[config.mk]
export PLATFORM = sky130hd
export DESIGN_NAME = level_sequencer
export DESIGN_NICKNAME = d
export VERILOG_FILES = /design/src/rtl/level_sequencer.sv
export SDC_FILE = /design/constraint.sdc
export NUM_CORES = 1
export LEC_CHECK = 0
export ABC_AREA = 1
export BUFFER_PORTS_ARGS = -buffer_cell sky130_fd_sc_hd__buf_2
export CAP_MARGIN = 5
export CORE_ASPECT_RATIO = 1.2
export CORE_MARGIN = 4
export CORE_UTILIZATION = 60
export DETAILED_ROUTE_END_ITERATION = 6
export PLACE_DENSITY = 0.8
export SYNTH_ARGS = -nofsm -noshare
export SYNTH_HDL_FRONTEND = slang
export SYNTH_SLANG_ARGS = --single-unit
[constraint.sdc]
create_clock -name clk -period 2.09 [get_ports clk]
set_clock_uncertainty 0.15 [all_clocks]
set_input_delay 0.1045 -clock clk [delete_from_list [all_inputs] [get_ports clk]]
set_output_delay 0.1045 -clock clk [all_outputs]
set_load 0.02 [all_outputs]
[src/rtl/level_sequencer.sv]
// Game-level controller: walks the player from the menu through NUM_LEVELS timed levels.
// It also tracks lives, a post-hit grace window and pause, and drives the win/lose screens.
module level_sequencer #(
  parameter int NUM_LEVELS  = 4,
  parameter int LEVEL_TICKS = 100,
  parameter int LIVES       = 3,
  parameter int GRACE_TICKS = 20,
  parameter int LVL_W       = (NUM_LEVELS > 1) ? $clog2(NUM_LEVELS) : 1
) (
  input  logic                  clk,
  input  logic                  reset,
  input  logic                  tick,
  input  logic                  hit,
  input  logic                  user_sel,
  input  logic                  pause,
  output logic [NUM_LEVELS-1:0] level_onehot,
  output logic [LVL_W-1:0]      level_idx,
  output logic [3:0]            lives_left,
  output logic                  level_start,
  output logic                  menu_screen,
  output logic                  win_screen,
  output logic                  lose_screen,
  output logic                  grace
);

  typedef enum logic [1:0] {S_MENU, S_PLAY, S_WIN, S_LOSE} state_t;

  localparam logic [10:0]      TIMER_LAST = 11'(LEVEL_TICKS - 1);
  localparam logic [10:0]      GRACE_LOAD = 11'(GRACE_TICKS);
  localparam logic [3:0]       LIVES_INIT = 4'(LIVES);
  localparam logic [LVL_W-1:0] LVL_LAST   = LVL_W'(NUM_LEVELS - 1);

  state_t           state_q, state_d;
  logic [LVL_W-1:0] level_idx_q, level_idx_d;
  logic [3:0]       lives_q, lives_d;
  logic [10:0]      timer_q, timer_d;
  logic [10:0]      grace_cnt_q, grace_cnt_d;
  logic             level_start_q, level_start_d;
  logic             user_sel_q;
  logic             sel_rise;

  assign sel_rise = user_sel & ~user_sel_q;

  always_comb begin
    state_d       = state_q;
    level_idx_d   = level_idx_q;
    lives_d       = lives_q;
    timer_d       = timer_q;
    grace_cnt_d   = grace_cnt_q;
    level_start_d = 1'b0;
    case (state_q)
      S_MENU: begin
        if (sel_rise) begin
          state_d       = S_PLAY;
          level_idx_d   = '0;
          lives_d       = LIVES_INIT;
          timer_d       = '0;
          grace_cnt_d   = '0;
          level_start_d = 1'b1;
        end
      end
      S_PLAY: begin
        // A hit outranks a level completion landing on the same tick.
        if (!pause) begin
          if (hit && (grace_cnt_q == '0)) begin
            if (lives_q == 4'd1) begin
              lives_d = '0;
              state_d = S_LOSE;
            end else begin
              lives_d       = lives_q - 4'd1;
              timer_d       = '0;
              grace_cnt_d   = GRACE_LOAD;
              level_start_d = 1'b1;
            end
          end else if (tick) begin
            timer_d = timer_q + 11'd1;
            if (grace_cnt_q != '0) grace_cnt_d = grace_cnt_q - 11'd1;
            if (timer_q == TIMER_LAST) begin
              if (level_idx_q == LVL_LAST) begin
                state_d = S_WIN;
              end else begin
                level_idx_d   = level_idx_q + LVL_W'(1);
                timer_d       = '0;
                level_start_d = 1'b1;
              end
            end
          end
        end
      end
      S_WIN, S_LOSE: begin
        if (sel_rise) state_d = S_MENU;
      end
      default: state_d = S_MENU;
    endcase
  end

  always_ff @(posedge clk or posedge reset) begin
    if (reset) begin
      state_q       <= S_MENU;
      level_idx_q   <= '0;
      lives_q       <= LIVES_INIT;
      timer_q       <= '0;
      grace_cnt_q   <= '0;
      level_start_q <= 1'b0;
      user_sel_q    <= 1'b0;
    end else begin
      state_q       <= state_d;
      level_idx_q   <= level_idx_d;
      lives_q       <= lives_d;
      timer_q       <= timer_d;
      grace_cnt_q   <= grace_cnt_d;
      level_start_q <= level_start_d;
      user_sel_q    <= user_sel;
    end
  end

  genvar gi;
  generate
    for (gi = 0; gi < NUM_LEVELS; gi++) begin : g_onehot
      assign level_onehot[gi] = (state_q == S_PLAY) && (level_idx_q == LVL_W'(gi));
    end
  endgenerate

  assign level_idx   = level_idx_q;
  assign lives_left  = lives_q;
  assign level_start = level_start_q;
  assign menu_screen = (state_q == S_MENU);
  assign win_screen  = (state_q == S_WIN);
  assign lose_screen = (state_q == S_LOSE);
  assign grace       = (state_q == S_PLAY) && (grace_cnt_q != '0);

endmodule
# Word-level counts from Yosys, hierarchy flattened
# Index checks and enable logic that the tools add are counted.
[word_totals]
ff_bits = 32
out_inout_bits = 15
wordCells = 94
inputBits = 6
[op_classes]
bitwise_logic = 2
muxes = 42
addsub = 4
reduce_logical = 17
n_eq_ne = 22
[op_table]
columns = ["op", "count"]
rows = [
  ["$mux 11", 12],
  ["$pmux 11 s2", 2],
  ["$mux 2", 13],
  ["$ne 3x3->1 const B", 6],
  ["$mux 4", 4],
  ["$ne 2x2->1 const B", 7],
  ["$reduce_and 7->1", 2],
  ["$add 11x1->11 const B", 1],
  ["$eq 11x7->1 const B", 1],
  ["$logic_not 11->1", 1],
  ["$reduce_bool 11->1", 1],
  ["$sub 11x1->11 const B", 1],
  ["$eq 2x2->1 const B", 4],
  ["$pmux 4 s2", 1],
  ["$mux 1", 7],
  ["$logic_and 1x1->1", 6],
  ["$pmux 2 s3", 1],
  ["$reduce_and 6->1", 1],
  ["$reduce_and 5->1", 1],
  ["$eq 2x1->1 const B", 2],
  ["$eq 4x1->1 const B", 1],
  ["$logic_not 2->1", 2],
  ["$pmux 2 s2", 1],
  ["$reduce_and 4->1", 1],
  ["other kinds (8)", 8],
]

# Depth between registers and ports, before layout
# Gate-level depths: netlist (run 1).
[depth]
ltp_word = 7
depth_mapped = 13
depth_no_buf = 13

# Worst setup path after synthesis (run 1)
# OpenSTA, ideal clock, no wires.
[synth_timing]
path_kind = "flip-flop to flip-flop"
startpoint = "register grace_cnt_q[0]"
endpoint = "register timer_q[3]"
path_slack_ns = 0.162
synth_period_minus_slack_ns = 1.928
arrival_ns = 1.651
path_stages_with_launch = 13
path_buffers = 1
cell_sequence = "dfrtp_1 -> inv_1 -> ha_1 -> inv_1 -> nor2_1 -> nand3_2 -> nor2_4 -> nand2_4 -> nand2_4 -> nand2_4 -> nor2_8 -> buf_6 -> o21ai_0"
[synth_between]
elab_chain_len = 5
word_cells_on_any_way = 8
cone_classes = "2 x eq/ne; 3 x mux; 3 x reduce/logical"
[synth_rtl]
columns = ["element", "line_no", "rtl"]
rows = [
  ["from (decl)", "37", "logic [10:0] grace_cnt_q, grace_cnt_d;"],
  ["from (signal assigned)", "111", "grace_cnt_q <= grace_cnt_d;"],
  ["$logic_not 11->1 *", "65", "if (hit && (grace_cnt_q == '0)) begin"],
  ["$logic_and 1x1->1 *", "65", ""],
  ["$mux 11", "65", ""],
  ["$mux 11", "64", "if (!pause) begin"],
  ["$pmux 11 s2", "51", "case (state_q)"],
  ["to (signal assigned)", "110", "timer_q <= timer_d;"],
  ["to (decl)", "36", "logic [10:0] timer_q, timer_d;"],
]
# Mark *: on every way between the ends. The rest lies on a longest branch, timed or not. The select of a mux whose other input is x is not followed.
# A chain may end at the register's enable or synchronous reset.

# Worst setup path in the final report (run 1)
[layout_timing]
startpoint = "register grace_cnt_q[1]"
endpoint = "output grace"
[layout_between]
elab_chain_len = 2
[layout_rtl]
columns = ["element", "line_no", "rtl"]
rows = [
  ["$reduce_bool 11->1", "130", "assign grace = (state_q == S_PLAY) && (grace_cnt_q != '0);"],
  ["$logic_and 1x1->1", "130", ""],
  ["to (decl)", "23", "output logic grace"],
]
# Every way passes these cells.

==> run metrics, run 1 <==
run status=finished clean; top-area cell type share of the netlist area=0.313; FF+latch count, synth=32; initial antenna violation count=0; Std-Cell Rows=24; number of buffers and inverters on the critical path=5; Die W=approximately 66 um; Remaining DRCs=0; endpoint class of the critical path=output port; n_diodes=0; Iteration-0 DRC Markers=217; Avg Cell Area, Syn=7.02 sq um; critical path's top delay family=buffers and inverters; Die Y=a little under 80 um; core box area=between 3000 and 4000 sq um; Slowest cell on crit path=dfrtp_1; share of layout cells above drive strength 1=0.214; PwrDens=1540 nW/um^2; most frequent CP cell=buf_4; fmax=0.489 GHz; leading area contributor after synthesis=dfrtp_1; worst path cell trace=inv_2, ha_4, inv_1, nor2_2, nand3_2, nor2_4, buf_4, buf_4, nor2_1, buf_2; multi-input logic area=1420 sq um; worst min path class=primary input to flip-flop; setup tns final=0 ns; Startpoint Class=flip-flop; HPWL after DPL=4040 um; Routed Antenna Nets=0; filler instances=slightly above 300; PortBufs=20; Netlist cell types=28; mux cell area share after synthesis=0; Levels on crit path=10; CP endpoint=grace; placed cell area=2610 sq um; # nets final=401; static leakage=1.46 nW; largest family of logic cells by synthesized area=simple AND/OR/NAND/NOR gates; Max VDD drop=0.925 mV; Seq. cell area=roughly 800 sq um; dominant cell by count in the synthesized netlist=nand2_1; H-tree depth=2; CTS sink cnt=32; Worst EP arrival=1.79 ns; synth cell count leaders=92 x nand2_1, 44 x nor2_1, 37 x inv_1; RD Place Congestion=0.933; drt wl/cell=roughly 14 um; CTS tree=yes; GRT Total Usage=0.235; post-synthesis cell count=342; period utilisation layout=0.978; Synth Area in Simple Gates=0.428; Final Total Pwr=about 0.0044 W; GR Overflow Total=0; Total Wirelength=between 5000 and 6000 um; Top FF cell, synth=dfrtp_1; R2R setup slack=~0.060 ns; clock buffer depth=2; Slew headroom=0.722; synth-to-layout area growth=19.7%; Yosys warning count=0; Initial Util=0.639; root buf cell=clkbuf_8; final hold violations=0; number of synthesized flops with an enable pin=0; IO Count=21; CTS buffer count=5; async set-reset flop share out of synthesis=1.00; Slew Limit Fails=0; r2r startpoint=grace_cnt_q[1]; die footprint=5080 sq um; design area=2870 sq um; dominant cells by area after synthesis=dfrtp_1 31%, nand2_1 14%, nor2_1 6.9%, inv_1 5.8%, o21ai_0 5.6%; sequential area share after synthesis=0.335; Vias=about 2400; clk_lat worst skew=0.28 ns; clock slew at reported path FFs=approximately 0.07 ns; FF-to-FF path depth=12; first-pass GRT wire length=~9500 um; minimum clock period=2.05 ns; Crit. Startpoint=grace_cnt_q[1]; xor/xnor share of the synthesized area=0.0328; syn nets=between 300 and 400; CP Max Fanout=4; largest net degree at the start of global routing=33; worst flop-to-flop path endpoint=timer_q[3]; CP required=roughly 1.8 ns; iteration count of the initial detailed-routing pass=5; vias in the first global route=2172; actual slew at the worst max-slew pin=0.417 ns; Max Cap Viol=0; final setup vio count=0; post-DR vias/cell=5.42; Critical Path Max Stage Delay=around 0.4 ns; crit path kind=flip-flop to output port; synthesized-area fraction occupied by adder cells=0.0469; synthesized area=between 2000 and 2500 sq um; Compound-Gate Fraction of Synth Area=0.0761
==> worst min-delay path, cell delays in order <==
cell and delay, ns:
buf_2 0.11, o21ai_0 0.10, o21ai_0 0.15
==> layout make-up <==
| type | count | area share |
|---|---|---|
| Inverter | 38 | 0.0497 |
| Sequential cell | 32 | 0.280 |
| Timing Repair Buffer | 45 | 0.121 |
| Tap cell | 52 | 0.0227 |
| Clock buffer | 8 | 0.0314 |
| Multi-Input combinational cell | 264 | 0.496 |
==> cell usage in the layout (no fill, tap or decap), types with 4 or more instances in the layout <==
| master | synthesis | final |
|---|---|---|
| ha_1 | 9 | 8 |
| o21ai_0 | 27 | 27 |
| a21oi_1 | 8 | 8 |
| xor2_1 | 6 | 6 |
| nand2_1 | 92 | 92 |
| nor3_1 | 15 | 15 |
| buf_4 | 2 | 18 |
| nand2_2 | 4 | 4 |
| clkbuf_8 | 0 | 6 |
| nor2_1 | 44 | 43 |
| dfrtp_1 | 30 | 30 |
| buf_2 | 1 | 20 |
| nand3_1 | 22 | 22 |
| inv_1 | 37 | 35 |
| nand4_1 | 8 | 8 |
| nand3_2 | 12 | 12 |
==> cells by family (layout without fill, tap and decap cells) <==
group / Yosys count / count (layout)
flops: 32 / 32
xor+xnor: 9 / 9
compound gates: 36 / 36
simple gates: 210 / 210
buf+inv: 46 / 91
fa+ha+maj: 9 / 9
==> per-layer routing <==
metal / global-route usage / wire length (um)
met1: 0.299 / 2560
met2: 0.391 / 2990
met3: 0.0439 / 339
met4: 0.0851 / 89
met5: 0 / 0
==> worst min path at each step <==
stage	end	startpoint	depth (start not counted)	slack, ns
5_1_grt	level_start	tick	3	0.07
4_1_cts	level_start	tick	3	0.07
6_report	level_start	tick	3	0.06
3_5_place_dp	grace_cnt_q[8]	reset	3	0.07
3_3_place_gp	grace_cnt_q[8]	reset	3	0.06
2_1_floorplan	user_sel_q	user_sel	0	-0.01
==> registers in the layout (all words and copies together), names as in the netlist <==
signal	count
timer_q	11
lives_left	4
user_sel_q	1
state_q	2
grace_cnt_q	11
level_idx	2
level_start	1
==> report_power, final <==
part | switching [W] | internal, W
logic | 0.00172 | 0.00114
registers | 0.000237 | 0.000824
clock network | 0.000227 | 0.000268
total | 0.00218 | 0.00223
==> per-stage QoR <==
stage | util | hold WS, ns | instances | setup WS [ns]
2_1_floorplan | - | -0.0141 | 342 | 0.162
3_3_place_gp | 0.696 | 0.0574 | 418 | 0.140
3_5_place_dp | 0.696 | 0.0727 | 418 | 0.0636
4_1_cts | 0.728 | 0.0688 | 429 | 0.0485
5_1_grt | 0.765 | 0.0683 | 439 | -0.0316
6_report | 0.765 | 0.0632 | 439 | 0.0450
==> timing repair <==
item / in CTS / in global routing
hold endpoints to repair: 32 / 0
hold buffers: 3 / 0
resized for setup: 0 / 6
setup buffers: 0 / 7
setup endpoints to repair: 0 / 24
Note: power is estimated with default switching activity, not from simulation.
==> run 2: changes to the inputs <==
--- a/config.mk
+++ b/config.mk
@@ -7,12 +7,13 @@
 export LEC_CHECK = 0
 export ABC_AREA = 1
 export BUFFER_PORTS_ARGS = -buffer_cell sky130_fd_sc_hd__buf_2
-export CAP_MARGIN = 5
+export CAP_MARGIN = 20
 export CORE_ASPECT_RATIO = 1.2
 export CORE_MARGIN = 4
 export CORE_UTILIZATION = 60
 export DETAILED_ROUTE_END_ITERATION = 6
 export PLACE_DENSITY = 0.8
+export SETUP_SLACK_MARGIN = 0.05
 export SYNTH_ARGS = -nofsm -noshare
 export SYNTH_HDL_FRONTEND = slang
 export SYNTH_SLANG_ARGS = --single-unit
==> run 2 against run 1 <==
  * Setup slack gained 0.017 ns
  * Combinational power up 3%
  * Design area increased by 1.4%
  * Critical path depth did not move
  * Register-to-register slack barely moved
  * Critical path type unchanged
==> run metrics, run 2 (synthesis results as in run 1) <==
run status=finished clean (unchanged); Vias=2394 (was 2380); GRT Total Usage=0.235 (unchanged); met1 Use GR=0.299 (unchanged); placed cell area=2610 sq um (unchanged); FF-to-FF path depth=13 (was 12); setup tns final=0 ns (unchanged); Max VDD drop=0.971 mV (was 0.925 mV); clk_lat worst skew=0.28 ns (about the same); RSZ-0062 raised after global routing=true; share of layout cells above drive strength 1=0.237 (was 0.214); CP Max Fanout=4 (unchanged); clock slew at reported path FFs=0.07 ns (about the same); CTS tree=yes (unchanged); CP required=1.84 ns (about the same); static leakage=1.48 nW (was 1.46 nW); Worst EP arrival=1.77 ns (was 1.79 ns); actual slew at the worst max-slew pin=0.415 ns (was 0.417 ns); r2r startpoint=grace_cnt_q[1] (unchanged); Iteration-0 DRC Markers=205 (was 217); Initial Util=0.639 (unchanged); Remaining DRCs=0 (unchanged); Die Y=77.3 um (unchanged); CTS sink cnt=32 (unchanged); crit path kind=flip-flop to output port (unchanged); endpoint class of the critical path=output port (unchanged); fmax=0.493 GHz (was 0.489 GHz); PortBufs=20 (unchanged); Std-Cell Rows=24 (unchanged); n_diodes=0 (unchanged); met3 Track Usage GR=0.0439 (unchanged); worst path cell trace=inv_2, ha_4, inv_2, nor2_4, nand3_2, nor2_4, buf_4, buf_4, nor2_1, buf_2 (was inv_2, ha_4, inv_1, nor2_2, nand3_2, nor2_4, buf_4, buf_4, nor2_1, buf_2); gr busiest metal=met2 (unchanged); most frequent cells in the layout=85 x nand2_1, 43 x nor2_1, 34 x inv_1 (was 92 x nand2_1, 43 x nor2_1, 35 x inv_1); Routed Antenna Nets=0 (unchanged); IO Count=21 (unchanged); drt wl/cell=13.9 um (was 13.6 um); design area=2910 sq um (was 2870 sq um); Final Total Pwr=0.00452 W (was 0.00441 W); Max Cap Viol=0 (unchanged); final hold slack=0.0669 ns (was 0.0632 ns); die footprint=5080 sq um (unchanged); synth-to-layout area growth=21.3% (was 19.7%); Total Wirelength=6110 um (was 5980 um); final setup vio count=0 (unchanged); Hold Crit Endpoint=level_start (unchanged); root buf cell=clkbuf_8 (unchanged); Slew headroom=0.723 (was 0.722); RD Place Congestion=0.933 (unchanged); iteration count of the initial detailed-routing pass=4 (was 5); CTS buffer count=5 (unchanged); Slew Limit Fails=0 (unchanged); worst min path class=primary input to flip-flop (unchanged); HPWL after DPL=4040 um (unchanged); Startpoint Class=flip-flop (unchanged); commonest non-fill, non-tap cell in the layout=nand2_1 (unchanged); core box area=3750 sq um (unchanged); Die W=65.7 um (unchanged); first-pass GRT wire length=9550 um (unchanged); period utilisation layout=0.970 (was 0.978); Critical Path Max Stage Delay=0.40 ns (about the same); post-DR vias/cell=5.44 (was 5.42); GR Overflow Total=0 (unchanged); met2 Usage GRT=0.391 (unchanged); Slowest cell on crit path=dfrtp_1 (unchanged); Placed Instances=418 (unchanged); final cell count without fillers=440 (was 439); # nets final=402 (was 401); H-tree depth=2 (unchanged); minimum clock period=2.03 ns (was 2.05 ns); vias in the first global route=2173 (was 2172); PwrDens=1550 nW/um^2 (was 1540 nW/um^2); R2R setup slack=0.07 ns (was 0.06 ns); Hold Startpoint=tick (unchanged); clock buffer depth=2 (unchanged); initial antenna violation count=0 (unchanged); largest net degree at the start of global routing=33 (unchanged); Hold Path Stages=3 (unchanged); worst flop-to-flop path endpoint=grace_cnt_q[7] (was timer_q[3]); final hold violations=0 (unchanged)
[run 2: metal layers]
metal | share of wire | vias up
met5 | 0 | -
met1 | 0.42 | 1103
li1 | - | 1190
met3 | 0.070 | 9
met4 | 0.011 | 0
met2 | 0.50 | 92
[run 2: how the worst max path moves through the flow]
stage / endpoint / startpoint / slack (ns)
5_1_grt: grace_cnt_q[3] / grace_cnt_q[1] / -0.03
4_1_cts: timer_q[2] / grace_cnt_q[0] / 0.05
3_3_place_gp: timer_q[10] / grace_cnt_q[0] / 0.14
2_1_floorplan: timer_q[3] / grace_cnt_q[0] / 0.16
3_5_place_dp: timer_q[2] / grace_cnt_q[0] / 0.06
6_report: grace / grace_cnt_q[1] / 0.06
[run 2: area by class of cell]
class,instances,area (sq um)
multi-input combinational,264,1450
fill,302,843
sequential,32,803
timing repair buffer,46,358
inverter,38,143
clock buffer,8,90.1
tap,52,65.1
[run 2: timing repair]
action / CTS / global route
setup buffers: 0 / 8
resized for setup: 0 / 22
endpoints found under the hold margin: 32 / 0
hold buffers: 3 / 0
setup endpoints to repair: 1 / 27
cloned: 0 / 3
pin swaps: 0 / 6
[run 2: critical path, delay by kind of cell (launching register included)]
| family | cells | cell delay (ns) |
|---|---|---|
| simple gates | 4 | 0.42 |
| buf+inv | 5 | 0.52 |
| fa+ha+maj | 1 | 0.14 |
| flops | 1 | 0.40 |
[run 2: report_power, final]
part / leakage, nW / switching [W] / total (W) / internal [W]
clock: 0.0455 / 0.000227 / 0.000495 / 0.000268
sequential: 0.419 / 0.000244 / 0.00107 / 0.000824
combinational: 1.01 / 0.00178 / 0.00295 / 0.00118
[run 2: through the flow]
step                setup slack (ns)  utilization
CTS                           0.0485        0.728
floorplan                      0.162            -
detailed placement            0.0636        0.696
global route                 -0.0312        0.775
global placement               0.140        0.696
finish                        0.0620        0.775
